**src/rtl/lcd_pkg.sv**
```systemverilog
// Shared constants and state type for the LCD text sequencer.
package lcd_pkg;

    // HD44780 commands used by the sequencer
    localparam logic [7:0] CMD_FUNC_SET = 8'h38;  // 8-bit bus, 2 lines, 5x8 font
    localparam logic [7:0] CMD_DISP_ON  = 8'h0C;  // display on, cursor off
    localparam logic [7:0] CMD_ENTRY    = 8'h06;  // increment, no shift
    localparam logic [7:0] CMD_CLEAR    = 8'h01;  // clear display (slow on the panel)
    localparam logic [7:0] CMD_LINE1    = 8'h80;  // DDRAM address 0x00
    localparam logic [7:0] CMD_LINE2    = 8'hC0;  // DDRAM address 0x40

    localparam logic [7:0] CHAR_SPACE   = 8'h20;
    localparam int         FRAME_DEPTH  = 32;

    typedef enum logic [2:0] {
        ST_INIT,
        ST_CLR_WAIT,
        ST_IDLE,
        ST_ADDR1,
        ST_LINE1,
        ST_ADDR2,
        ST_LINE2
    } lcd_state_t;

    // Init command for a given position in the power-up sequence
    function automatic logic [7:0] init_cmd(input logic [1:0] idx);
        case (idx)
            2'd0:    return CMD_FUNC_SET;
            2'd1:    return CMD_DISP_ON;
            2'd2:    return CMD_ENTRY;
            default: return CMD_CLEAR;
        endcase
    endfunction

endpackage

```
**src/rtl/lcd_frame_buf.sv**
```systemverilog
// 2x16 character frame buffer: synchronous write, asynchronous read,
// every entry resets to a space.
module lcd_frame_buf
    import lcd_pkg::*;
(
    input  logic       i_clk,
    input  logic       i_rst_n,
    input  logic       i_wr_en,
    input  logic [4:0] i_wr_addr,
    input  logic [7:0] i_wr_data,
    input  logic [4:0] i_rd_addr,
    output logic [7:0] o_rd_data
);

    logic [7:0] r_mem [FRAME_DEPTH];

    // Store application writes; reset fills the frame with spaces
    always_ff @(posedge i_clk or negedge i_rst_n) begin
        if (!i_rst_n) begin
            for (int i = 0; i < FRAME_DEPTH; i++) begin
                r_mem[i] <= CHAR_SPACE;
            end
        end else if (i_wr_en) begin
            r_mem[i_wr_addr] <= i_wr_data;
        end
    end

    assign o_rd_data = r_mem[i_rd_addr];

endmodule

```
**src/rtl/lcd_text_sequencer.sv**
```systemverilog
// Streams the HD44780 init sequence, then DDRAM address commands and
// frame characters to the LCD bus-timing stage.
//
// Handshake: a byte moves when out_valid and out_ready are both high on a
// rising edge. While out_valid is high and out_ready low, out_rs/out_data
// hold; out_valid only falls after a transfer (or on reset).
module lcd_text_sequencer
    import lcd_pkg::*;
#(
    parameter int CLEAR_WAIT   = 100000,
    parameter int AUTO_REFRESH = 0
) (
    input  logic       clk,
    input  logic       reset_n,
    input  logic       wr_en,
    input  logic [4:0] wr_addr,
    input  logic [7:0] wr_data,
    input  logic       refresh,
    output logic       out_valid,
    input  logic       out_ready,
    output logic       out_rs,
    output logic [7:0] out_data,
    output logic       busy,
    output lcd_state_t dbg_state
);

    // CLR_WAIT lasts CLEAR_WAIT-1 cycles; the single IDLE cycle that follows
    // completes a gap of exactly CLEAR_WAIT cycles with out_valid low.
    localparam int              WAIT_W    = (CLEAR_WAIT > 2) ? $clog2(CLEAR_WAIT - 1) : 1;
    localparam logic [WAIT_W-1:0] WAIT_LAST = (CLEAR_WAIT > 2) ? WAIT_W'(CLEAR_WAIT - 2) : '0;

    lcd_state_t        r_state, w_state_n;
    logic              r_valid, w_valid_n;
    logic              r_rs, w_rs_n;
    logic [7:0]        r_data, w_data_n;
    logic              r_busy, w_busy_n;
    logic              r_dirty, w_dirty_n;
    logic [1:0]        r_init_idx, w_init_idx_n;
    logic [3:0]        r_char_idx, w_char_idx_n;
    logic [WAIT_W-1:0] r_wait_cnt, w_wait_cnt_n;

    logic              w_xfer;
    logic              w_dirty_clr;
    logic [4:0]        w_rd_addr;
    logic [7:0]        w_rd_data;

    lcd_frame_buf u_frame_buf (
        .i_clk     (clk),
        .i_rst_n   (reset_n),
        .i_wr_en   (wr_en),
        .i_wr_addr (wr_addr),
        .i_wr_data (wr_data),
        .i_rd_addr (w_rd_addr),
        .o_rd_data (w_rd_data)
    );

    assign w_xfer = r_valid & out_ready;

    // Buffer position of the character that follows the byte now on the output
    assign w_rd_addr = (r_state == ST_ADDR1) ? 5'd0  :
                       (r_state == ST_ADDR2) ? 5'd16 :
                       {(r_state == ST_LINE2), r_char_idx + 4'd1};

    // State, output register and bookkeeping registers
    always_ff @(posedge clk or negedge reset_n) begin
        if (!reset_n) begin
            r_state    <= ST_INIT;
            r_valid    <= 1'b0;
            r_rs       <= 1'b0;
            r_data     <= 8'h00;
            r_busy     <= 1'b1;
            r_dirty    <= 1'b1;
            r_init_idx <= 2'd0;
            r_char_idx <= 4'd0;
            r_wait_cnt <= '0;
        end else begin
            r_state    <= w_state_n;
            r_valid    <= w_valid_n;
            r_rs       <= w_rs_n;
            r_data     <= w_data_n;
            r_busy     <= w_busy_n;
            r_dirty    <= w_dirty_n;
            r_init_idx <= w_init_idx_n;
            r_char_idx <= w_char_idx_n;
            r_wait_cnt <= w_wait_cnt_n;
        end
    end

    // Next state and next output byte; the next byte is loaded in the
    // transfer cycle so back-to-back bytes need no bubble
    always_comb begin
        w_state_n    = r_state;
        w_valid_n    = r_valid;
        w_rs_n       = r_rs;
        w_data_n     = r_data;
        w_busy_n     = r_busy;
        w_init_idx_n = r_init_idx;
        w_char_idx_n = r_char_idx;
        w_wait_cnt_n = r_wait_cnt;
        w_dirty_clr  = 1'b0;

        case (r_state)
            ST_INIT: begin
                if (!r_valid) begin
                    w_valid_n = 1'b1;
                    w_rs_n    = 1'b0;
                    w_data_n  = init_cmd(r_init_idx);
                end else if (w_xfer) begin
                    if (r_init_idx == 2'd3) begin
                        w_state_n    = ST_CLR_WAIT;
                        w_valid_n    = 1'b0;
                        w_wait_cnt_n = '0;
                    end else begin
                        w_init_idx_n = r_init_idx + 2'd1;
                        w_data_n     = init_cmd(r_init_idx + 2'd1);
                    end
                end
            end
            ST_CLR_WAIT: begin
                if (CLEAR_WAIT <= 2 || r_wait_cnt == WAIT_LAST) begin
                    w_state_n = ST_IDLE;
                    w_busy_n  = 1'b0;
                end else begin
                    w_wait_cnt_n = r_wait_cnt + 1'b1;
                end
            end
            ST_IDLE: begin
                if (r_dirty || refresh || AUTO_REFRESH != 0) begin
                    w_state_n   = ST_ADDR1;
                    w_valid_n   = 1'b1;
                    w_rs_n      = 1'b0;
                    w_data_n    = CMD_LINE1;
                    w_dirty_clr = 1'b1;
                end
            end
            ST_ADDR1: begin
                if (w_xfer) begin
                    w_state_n    = ST_LINE1;
                    w_rs_n       = 1'b1;
                    w_char_idx_n = 4'd0;
                    w_data_n     = w_rd_data;
                end
            end
            ST_LINE1: begin
                if (w_xfer) begin
                    w_char_idx_n = r_char_idx + 4'd1;
                    if (r_char_idx == 4'd15) begin
                        w_state_n = ST_ADDR2;
                        w_rs_n    = 1'b0;
                        w_data_n  = CMD_LINE2;
                    end else begin
                        w_data_n = w_rd_data;
                    end
                end
            end
            ST_ADDR2: begin
                if (w_xfer) begin
                    w_state_n    = ST_LINE2;
                    w_rs_n       = 1'b1;
                    w_char_idx_n = 4'd0;
                    w_data_n     = w_rd_data;
                end
            end
            ST_LINE2: begin
                if (w_xfer) begin
                    w_char_idx_n = r_char_idx + 4'd1;
                    if (r_char_idx == 4'd15) begin
                        w_state_n = ST_IDLE;
                        w_valid_n = 1'b0;
                    end else begin
                        w_data_n = w_rd_data;
                    end
                end
            end
            default: begin
                w_state_n = ST_INIT;
                w_valid_n = 1'b0;
            end
        endcase

        // A write in the same cycle as the scan-start clear keeps dirty set
        w_dirty_n = wr_en | (r_dirty & ~w_dirty_clr);
    end

    assign out_valid = r_valid;
    assign out_rs    = r_rs;
    assign out_data  = r_data;
    assign busy      = r_busy;
    assign dbg_state = r_state;

endmodule

```
**config.mk**
```make
export PLATFORM = sky130hd
export DESIGN_NAME = lcd_text_sequencer
export DESIGN_NICKNAME = d
export VERILOG_FILES = /design/src/rtl/lcd_pkg.sv /design/src/rtl/lcd_frame_buf.sv /design/src/rtl/lcd_text_sequencer.sv
export SDC_FILE = /design/constraint.sdc
export NUM_CORES = 1
export LEC_CHECK = 0
export ABC_AREA = 1
export CELL_PAD_IN_SITES_DETAIL_PLACEMENT = 0
export CELL_PAD_IN_SITES_GLOBAL_PLACEMENT = 1
export CORE_UTILIZATION = 51
export DETAILED_ROUTE_END_ITERATION = 8
export GPL_TIMING_DRIVEN = 0
export PLACE_DENSITY = 0.89
export SETUP_SLACK_MARGIN = 0.4
export SLEW_MARGIN = 20
export SYNTH_ARGS = -nofsm -noshare
export SYNTH_HDL_FRONTEND = slang
export SYNTH_SLANG_ARGS = --single-unit
```
**constraint.sdc**
```tcl
create_clock -name clk -period 5.34 [get_ports clk]
set_input_delay 1.068 -clock clk [delete_from_list [all_inputs] [get_ports clk]]
set_output_delay 1.068 -clock clk [all_outputs]
set_load 0.005 [all_outputs]
```
==> flow_summary.ini, run 1 <==
[yosys]
ys_types = 38
async_flop_share_pct = 100
synth_top_area_share_pct = 45.5
syn_avg_cell_area_um2 = 7.91
yosys_warnings = 0
syn_inst = 1808
synth_fp_nets = 1834
synth-seq-area-share_pct = 51.7
yosys.area.top_type = dfrtp_1
ys_ff_latch = 294
synth_edf_count = 0
synth_area_leaders = dfrtp_1, nand2_1, nand3_1
synthesis.area_um2 = 14300
synth_flop_cell = dfrtp_1

[final_layout]
mostFrequentLayoutCells = nand2_1, dfrtp_1, nand3_1
nets = 1907
multi_input_area_um2 = 5990
diodes = 0
area_growth_pct = 14.3
fillCellCount = 2555
drive_above_1_share_pct = 8.66
regArea_um2 = 7400
final_common_cell = nand2_1

[timing]
min_period_ps = 3480
max_freq_mhz = 287
setup_viol = 0
worst_pin_slew_ps = 1150
hold_ws_ps = 401
drv_slew = 0
relSlewSlack_pct = 22.5
setup_tns_ps = 0
rsz0062_at_grt = no
skew_ps = 18.0
finalCritPeriodShare_pct = 65.2
hold_violations = 0

[clock_network]
htreeDepth = 2
cts_tree = built
clk_pin_slew_ps = 60
post-cts-setup-buffers = 0
clockBufferDepth = 3
cts_resized = 0
hold_buffers = 0
cts_buffers = 34
root_buffer = clkbuf_16
clk_latency_ps = 520
cts.sinks = 294

[global_route]
grt_first_pass_wirelength_mm = 78.3
grt_pass1_vias = 12600
grt_max_degree = 103
grt_use_total_pct = 37.5
grt-ovfl-total = 0
antenna_found_initial = 0

[setup_path]
crit_fanout = 10
worstSetupEndpointType = register
arrival_ps = 3820
path_class = in -> reg
cpMostUsedCell = inv_1
ff2ff_setup_slack_ps = 2440
critPathTopFamily = simple AND/OR/NAND/NOR gates
crit_buf_inv = 4
crit_path_start_kind = input port
cp.required_ps = 5680
crit_slowest_cell = nor3_1
slowest_delay_ps = 940
worstPathCellList = clkdlybuf4s50_1 > inv_1 > nor3_1 > inv_1 > nor2_1 > buf_2 > a21oi_1

[worst_hold_path]
hp-class = in -> async

[job]
drv.max_cap_violation_count = 0

[route]
drc = 0
dr.pass1.iters = 6
viasPerCell = 5.90
dr.first_iter.drc_count = 1603
dr_total_vias = 13400
ant_nets = 0
wirelength_mm = 52.4
routedWlPerCell_um = 23.0

[floorplanning]
start_util_pct = 52.5
rows = 60
die_x_um = 169
die_h_um = 169
core_area_um2 = 27300
die-area_um2 = 28700
ios = 32

[placed_design]
port_buffers = 31
gp_congestion = 1.01
dp_hpwl_mm = 37.2

[power_and_ir_drop]
cellPowerDensity_nw_per_um2 = 369
p_leak_nw = 7.53
peakVddDrop_mv = 0.328

[run_status]
outcome = finished clean
## stage by stage
stage / instance area, um^2 / total power, mW / util [%] / worst slack, ps / std cells
2_1_floorplan: 14300 / 3.31 / - / 2930 / 1808
3_3_place_gp: 15100 / 3.60 / 55.3 / -9450 / 2211
3_5_place_dp: 15200 / 3.64 / 55.8 / 1440 / 2217
4_1_cts: 16400 / 6.02 / 60.0 / 1900 / 2278
5_1_grt: 16400 / 6.27 / 60.0 / 1690 / 2278
6_report: 16400 / 6.03 / 60.0 / 1860 / 2278
## cell families (layout without fill, tap and decap cells)
| family | after synthesis | after routing | synth area share [%] |
|---|---|---|---|
| buf+inv | 213 | 311 | 6.50 |
| flops | 294 | 294 | 51.7 |
| compound gates | 323 | 323 | 11.5 |
| simple gates | 960 | 960 | 29.0 |
| fa+ha+maj | 8 | 8 | 0.700 |
| xor+xnor | 10 | 10 | 0.612 |
## cell type report
type | count | area share (%)
Buffer | 112 | 3.35
Clock buffer | 54 | 6.47
Clock inverter | 7 | 0.543
Inverter | 101 | 2.33
Multi-Input combinational cell | 1301 | 36.6
Sequential cell | 294 | 45.3
Tap cell | 372 | 2.85
Timing Repair Buffer | 37 | 2.57
## registers in the layout (all words and copies together) (netlist names)
| signal | flops |
|---|---|
| busy | 1 |
| dbg_state | 3 |
| out_data | 8 |
| out_rs | 1 |
| out_valid | 1 |
| r_char_idx | 4 |
| r_dirty | 1 |
| r_init_idx | 2 |
| r_wait_cnt | 17 |
| u_frame_buf.r_mem | 256 |
## synthesized netlist by cell type (all sizes together) (3+ instances only)
library cell / n
nand2: 547
dfrtp: 260
nand3: 259
o21ai: 251
inv: 99
nor2: 99
clkbuf: 65
a21oi: 56
buf: 47
dfstp: 34
nor3: 29
nand4: 14
xor2: 9
ha: 8
o22ai: 7
nand3b: 6
nor4: 4
o31ai: 3
## final timing paths
check,from,endpoint,cells past startpoint
setup reg to reg,r_char_idx[0]$_DFFE_PN0P_,out_data[3]$_DFFE_PN0P_,11
hold reg to reg,busy$_DFFE_PN1P_,busy$_DFFE_PN1P_,2
max in group asynchronous,reset_n,u_frame_buf.r_mem[141]$_DFFE_PN1P_,3
setup / recovery,wr_addr[4],u_frame_buf.r_mem[68]$_DFFE_PN0P_,7
hold / removal,reset_n,u_frame_buf.r_mem[92]$_DFFE_PN0P_,1
min in group clk,busy$_DFFE_PN1P_,busy$_DFFE_PN1P_,2
## routing by layer
layer | vias to the layer above | wire length, um | global-route usage (%)
met1 | 6541 | 21800 | 51.8
met3 | 131 | 4730 | 7.07
met2 | 646 | 23200 | 57.2
li1 | 6120 | - | -
met4 | 0 | 2670 | 17.8
met5 | - | 0 | 0
## where the power goes
part	internal [mW]	switching (mW)	total (mW)
clock	1.45	0.950	2.40
sequential	2.64	0.209	2.85
combinational	0.290	0.492	0.782
No activity file was read; power rests on OpenSTA's default activity.
==> inputs of run 2 (changes only) <==
--- a/config.mk
+++ b/config.mk
@@ -8,10 +8,10 @@
 export ABC_AREA = 1
 export CELL_PAD_IN_SITES_DETAIL_PLACEMENT = 0
 export CELL_PAD_IN_SITES_GLOBAL_PLACEMENT = 1
-export CORE_UTILIZATION = 51
+export CORE_UTILIZATION = 47
 export DETAILED_ROUTE_END_ITERATION = 8
 export GPL_TIMING_DRIVEN = 0
-export PLACE_DENSITY = 0.89
+export PLACE_DENSITY = 0.83
 export SETUP_SLACK_MARGIN = 0.4
 export SLEW_MARGIN = 20
 export SYNTH_ARGS = -nofsm -noshare
==> constraint.sdc (replaced) <==
create_clock -name clk -period 3.25 [get_ports clk]
set_input_delay 0.65 -clock clk [delete_from_list [all_inputs] [get_ports clk]]
set_output_delay 0.65 -clock clk [all_outputs]
set_load 0.005 [all_outputs]
==> run 2 against run 1 <==
Against the previous run: die area increased by 8.4%; sequential share of layout area decreased by 0.34 points; combinational power increased by 64%; register-to-register slack got worse by 2000 ps; clock power increased by 70%; first-iteration DRC count increased by 2.2%; total power increased by 66%; critical endpoint is now out_data[4]$_DFFE_PN0P_; utilization decreased by 4.7 points.
==> flow_summary.ini, run 2 (synthesis gave the netlist of run 1 again) <==
[global_route]
use_met3_pct = 7.73
grt_pass1_vias = 12800
grt_use_met1_pct = 47.9
grt_util_met2_pct = 53.7
antenna_found_initial = 0
grt_max_degree = 74
grt_first_pass_wirelength_mm = 80.5
grt.busiest_layer = met2
grt-ovfl-total = 0
grt_use_total_pct = 35.4

[setup_path]
crit_buf_inv = 3
crit_fanout = 10
r2r_start = r_char_idx[0]$_DFFE_PN0P_
arrival_ps = 3250
critPathTopFamily = buffers and inverters
cpMostUsedCell = nand3_1
ff2ff_path_depth = 11
path_class = reg -> reg
cp.required_ps = 3700
crit_slowest_cell = clkbuf_1
r2r_end = out_data[4]$_DFFE_PN0P_
worstPathCellList = inv_2 > buf_2 > clkbuf_1 > nand3_1 > nand3_1 > nand3_1 > nand3_1 > nand3_1 > nand2_1 > nand2_1 > a21oi_1
crit_path_start_kind = register
slowest_delay_ps = 630
ff2ff_setup_slack_ps = 450
worstSetupEndpointType = register

[route]
drc = 0
dr.first_iter.drc_count = 1638
dr.pass1.iters = 6
ant_nets = 0
wirelength_mm = 53.1
viasPerCell = 5.84
dr_total_vias = 13400
routedWlPerCell_um = 23.1

[floorplanning]
start_util_pct = 48.0
die-area_um2 = 31100
rows = 63
ios = 32
core_area_um2 = 29800
die_h_um = 176
die_x_um = 176

[clock_network]
clk_latency_ps = 530
root_buffer = clkbuf_16
htreeDepth = 2
cts.sinks = 294
hold_buffers = 0
cts_buffers = 36
clockBufferDepth = 3
cts_tree = built
clk_pin_slew_ps = 60

[placed_design]
gp_congestion = 1.02
port_buffers = 31
dp_hpwl_mm = 38.0
place_area_um2 = 15300

[job]
drv.max_cap_violation_count = 0

[final_layout]
fillCellCount = 2911
postLayoutCoreUtil_pct = 55.3
top_register = u_frame_buf.r_mem
drive_above_1_share_pct = 8.89
final_area_um2 = 16500
mostFrequentLayoutCells = nand2_1, dfrtp_1, nand3_1
largest_reg_flops = 256
diodes = 0
area_growth_pct = 15.2
final_common_cell = nand2_1
nets = 1910

[timing]
rsz0062_at_grt = no
setup_viol = 0
finalCritPeriodShare_pct = 86.1
relSlewSlack_pct = 29.7
skew_ps = 21.3
max_freq_mhz = 357
min_period_ps = 2800
hold_ws_ps = 48.4
worst_pin_slew_ps = 1050
hold_violations = 0
drv_slew = 0

[run_status]
outcome = finished clean

[power_and_ir_drop]
power_switching_mw = 2.75
pwr-share-comb_pct = 12.8
switching_share_pct = 27.4
pwr-share-clk_pct = 40.6
intPower_mw = 7.27
cellPowerDensity_nw_per_um2 = 609
p_leak_nw = 7.56
peakVddDrop_mv = 0.390
pwr-share-seq_pct = 46.6

[worst_hold_path]
hp-class = in -> async
## run 2: stage by stage
stage | setup TNS [ps] | power (mW) | setup slack [ps] | instances
after global placement | -3269900 | 5.93 | -11370 | 2229
final | 0 | 10.0 | 451 | 2302
after floorplan | 0 | 5.45 | 1260 | 1808
after detailed placement | -6350 | 5.99 | -204 | 2236
after CTS | 0 | 10.0 | 445 | 2302
after global routing | 0 | 10.5 | 416 | 2302
## run 2: area by class of cell
cell class	instances	area, um^2	area share, %
plain buffers	112	549	3.33
clock buffers	59	1090	6.61
clock inverters	7	100	0.608
inverters	101	382	2.32
multi-input cells	1301	6020	36.5
flip-flops and latches	294	7400	44.9
well taps	390	488	2.96
repair buffers	38	448	2.72
## run 2: power groups by stage
stage                     Sequential [mW]  Clock (mW)  Combinational, mW
after floorplan                      4.62           0              0.821
after global placement               4.72           0               1.21
after detailed placement             4.72           0               1.27
after CTS                            4.67        4.09               1.27
after global routing                 4.74        4.25               1.47
final                                4.68        4.07               1.28
## run 2: worst reg2reg max path, delay by kind of cell, from the launching register on
family          cells  cell delay [ps]
buf+inv             3             1130
flops               1              410
simple gates        7             1060
compound gates      1              120
## run 2: per-layer routing
layer / vias to the layer above / share of wire (%)
met1: 6568 / 41
met4: 0 / 5.1
met2: 620 / 44
met5: - / 0
met3: 135 / 9.0
li1: 6122 / -
## run 2: worst max path at each step
| stage | from | endpoint | slack (ps) | cells after the start |
|---|---|---|---|---|
| floorplan | wr_en | u_frame_buf.r_mem[130]$_DFFE_PN0P_ | 1260 | 6 |
| global placement | reset_n | u_frame_buf.r_mem[129]$_DFFE_PN0P_ | -11370 | 1 |
| detailed placement | wr_addr[4] | u_frame_buf.r_mem[68]$_DFFE_PN0P_ | -200 | 7 |
| CTS | wr_addr[3] | u_frame_buf.r_mem[22]$_DFFE_PN0P_ | 450 | 7 |
| global route | r_char_idx[0]$_DFFE_PN0P_ | out_data[2]$_DFFE_PN0P_ | 420 | 11 |
| finish | r_char_idx[0]$_DFFE_PN0P_ | out_data[4]$_DFFE_PN0P_ | 450 | 11 |
## run 2: repair_timing
item / CTS / global route
setup buffers: 0 / 0
endpoints found under the setup margin: 16 / 56
gates resized for setup: 2 / 7
cloned: 0 / 0
==> inputs of run 3 (changes only) <==
--- a/config.mk
+++ b/config.mk
@@ -6,6 +6,7 @@
 export NUM_CORES = 1
 export LEC_CHECK = 0
 export ABC_AREA = 1
+export CAP_MARGIN = 20
 export CELL_PAD_IN_SITES_DETAIL_PLACEMENT = 0
 export CELL_PAD_IN_SITES_GLOBAL_PLACEMENT = 1
 export CORE_UTILIZATION = 47
@@ -17,3 +18,4 @@
 export SYNTH_ARGS = -nofsm -noshare
 export SYNTH_HDL_FRONTEND = slang
 export SYNTH_SLANG_ARGS = --single-unit
+export TNS_END_PERCENT = 20
==> run 3 against run 2 <==
Against the previous run: sequential power barely moved; clock skew increased by 5.3 ps; via count fell by 0.30%; total power about the same; largest cell class unchanged; highest routed layer unchanged.
==> flow_summary.ini, run 3 (synthesis gave the netlist of run 1 again) <==
[route]
dr_total_vias = 13400
routedWlPerCell_um = 23.1
dr.first_iter.drc_count = 1545
wirelength_mm = 53.1
viasPerCell = 5.82
ant_nets = 0
dr.pass1.iters = 6
drc = 0

[clock_network]
hold_buffers = 0
cts.sinks = 294
cts_tree = built
clk_pin_slew_ps = 60
root_buffer = clkbuf_16
clk_latency_ps = 530
clockBufferDepth = 3
cts_resized = 1
cts_buffers = 36
htreeDepth = 2
post-cts-setup-buffers = 0

[job]
drv.max_cap_violation_count = 0

[timing]
hold_violations = 0
skew_ps = 26.6
worst_pin_slew_ps = 1200
finalCritPeriodShare_pct = 92.5
setup_tns_ps = 0
rsz0062_at_grt = yes
drv_slew = 0
min_period_ps = 3010
fin_ws_ps = 245
max_freq_mhz = 333
setup_viol = 0
relSlewSlack_pct = 19.6

[setup_path]
crit_slowest_cell = nor3_1
arrival_ps = 3380
worstSetupEndpointType = register
cpMostUsedCell = nand2_1
crit_fanout = 10
worstPathCellList = clkdlybuf4s50_1 > inv_1 > nor3_1 > nand2_1 > clkbuf_1 > nand2_1 > o21ai_0
path_class = in -> reg
crit_path_start_kind = input port
r2r_start = r_char_idx[0]$_DFFE_PN0P_
ff2ff_path_depth = 12
r2r_end = out_data[4]$_DFFE_PN0P_
critPathTopFamily = simple AND/OR/NAND/NOR gates
crit_buf_inv = 3
ff2ff_setup_slack_ps = 360
cp.required_ps = 3620
slowest_delay_ps = 990

[power_and_ir_drop]
cellPowerDensity_nw_per_um2 = 609
p_leak_nw = 7.56
finalPower_mw = 10.0
peakVddDrop_mv = 0.390

[final_layout]
final_area_um2 = 16500
mostFrequentLayoutCells = nand2_1, dfrtp_1, nand3_1
fillCellCount = 2910
diodes = 0
final_common_cell = nand2_1
area_growth_pct = 15.0
nets = 1910
largest_reg_flops = 256
regArea_um2 = 7400
drive_above_1_share_pct = 8.63
multi_input_area_um2 = 6000
top_register = u_frame_buf.r_mem

[floorplanning]
rows = 63
ios = 32
die-area_um2 = 31100
core_area_um2 = 29800
die_h_um = 176
start_util_pct = 48.0
die_x_um = 176

[worst_hold_path]
hp-class = in -> async

[run_status]
outcome = finished clean

[placed_design]
gp_congestion = 1.02
port_buffers = 31
dp_hpwl_mm = 38.0
place_area_um2 = 15300
dp_slack_ps = -204

[global_route]
grt_max_degree = 74
grt_first_pass_wirelength_mm = 80.5
grt_pass1_vias = 12800
antenna_found_initial = 0
grt_use_total_pct = 35.4
grt-ovfl-total = 0
run 3: power by group:
group          internal (mW)  switching, mW
combinational          0.481          0.803
sequential              4.34          0.341
clock                   2.46           1.61
run 3: metrics by stage:
step	hold WS (ps)	std cells	utilization [%]
floorplan	354	1808	-
global placement	450	2229	50.7
detailed placement	460	2236	51.2
CTS	73.1	2302	55.2
global route	82.5	2302	55.2
finish	52.0	2302	55.2
run 3: layout make-up:
| cell class | count | area share [%] |
|---|---|---|
| tap | 390 | 2.97 |
| sequential | 294 | 45.0 |
| timing repair buffer | 38 | 2.72 |
| multi-input combinational | 1301 | 36.5 |
| clock inverter | 7 | 0.608 |
| buffer | 112 | 3.33 |
| inverter | 101 | 2.32 |
| clock buffer | 59 | 6.62 |
run 3: layer usage:
layer / up-vias / GRT usage (%) / part of all wire [%]
met2: 622 / 53.7 / 44
met1: 6524 / 47.9 / 42
met5: - / 0 / 0
met3: 138 / 7.73 / 9.1
li1: 6121 / - / -
met4: 0 / 17.7 / 5.3
run 3: worst max path at each step:
| stage | start | to | slack (ps) | depth (start not counted) |
|---|---|---|---|---|
| 5_1_grt | wr_addr[3] | u_frame_buf.r_mem[38]$_DFFE_PN0P_ | 220 | 7 |
| 6_report | wr_addr[3] | u_frame_buf.r_mem[22]$_DFFE_PN0P_ | 240 | 7 |
| 3_5_place_dp | wr_addr[4] | u_frame_buf.r_mem[68]$_DFFE_PN0P_ | -200 | 7 |
| 2_1_floorplan | wr_en | u_frame_buf.r_mem[130]$_DFFE_PN0P_ | 1260 | 6 |
| 3_3_place_gp | reset_n | u_frame_buf.r_mem[129]$_DFFE_PN0P_ | -11370 | 1 |
| 4_1_cts | wr_addr[3] | u_frame_buf.r_mem[38]$_DFFE_PN0P_ | 380 | 7 |
run 3: worst reg2reg max path, cell delays in order (launching register included):
cell and delay (ps):
dfrtp_1 410, ha_1 250, nand2_1 60, nand2_1 280, nor2_4 250, buf_2 400, nand3_1 310, nand3_1 240
nand3_1 180, nand3_1 150, nand2_1 100, nand2_1 70, a21oi_1 60
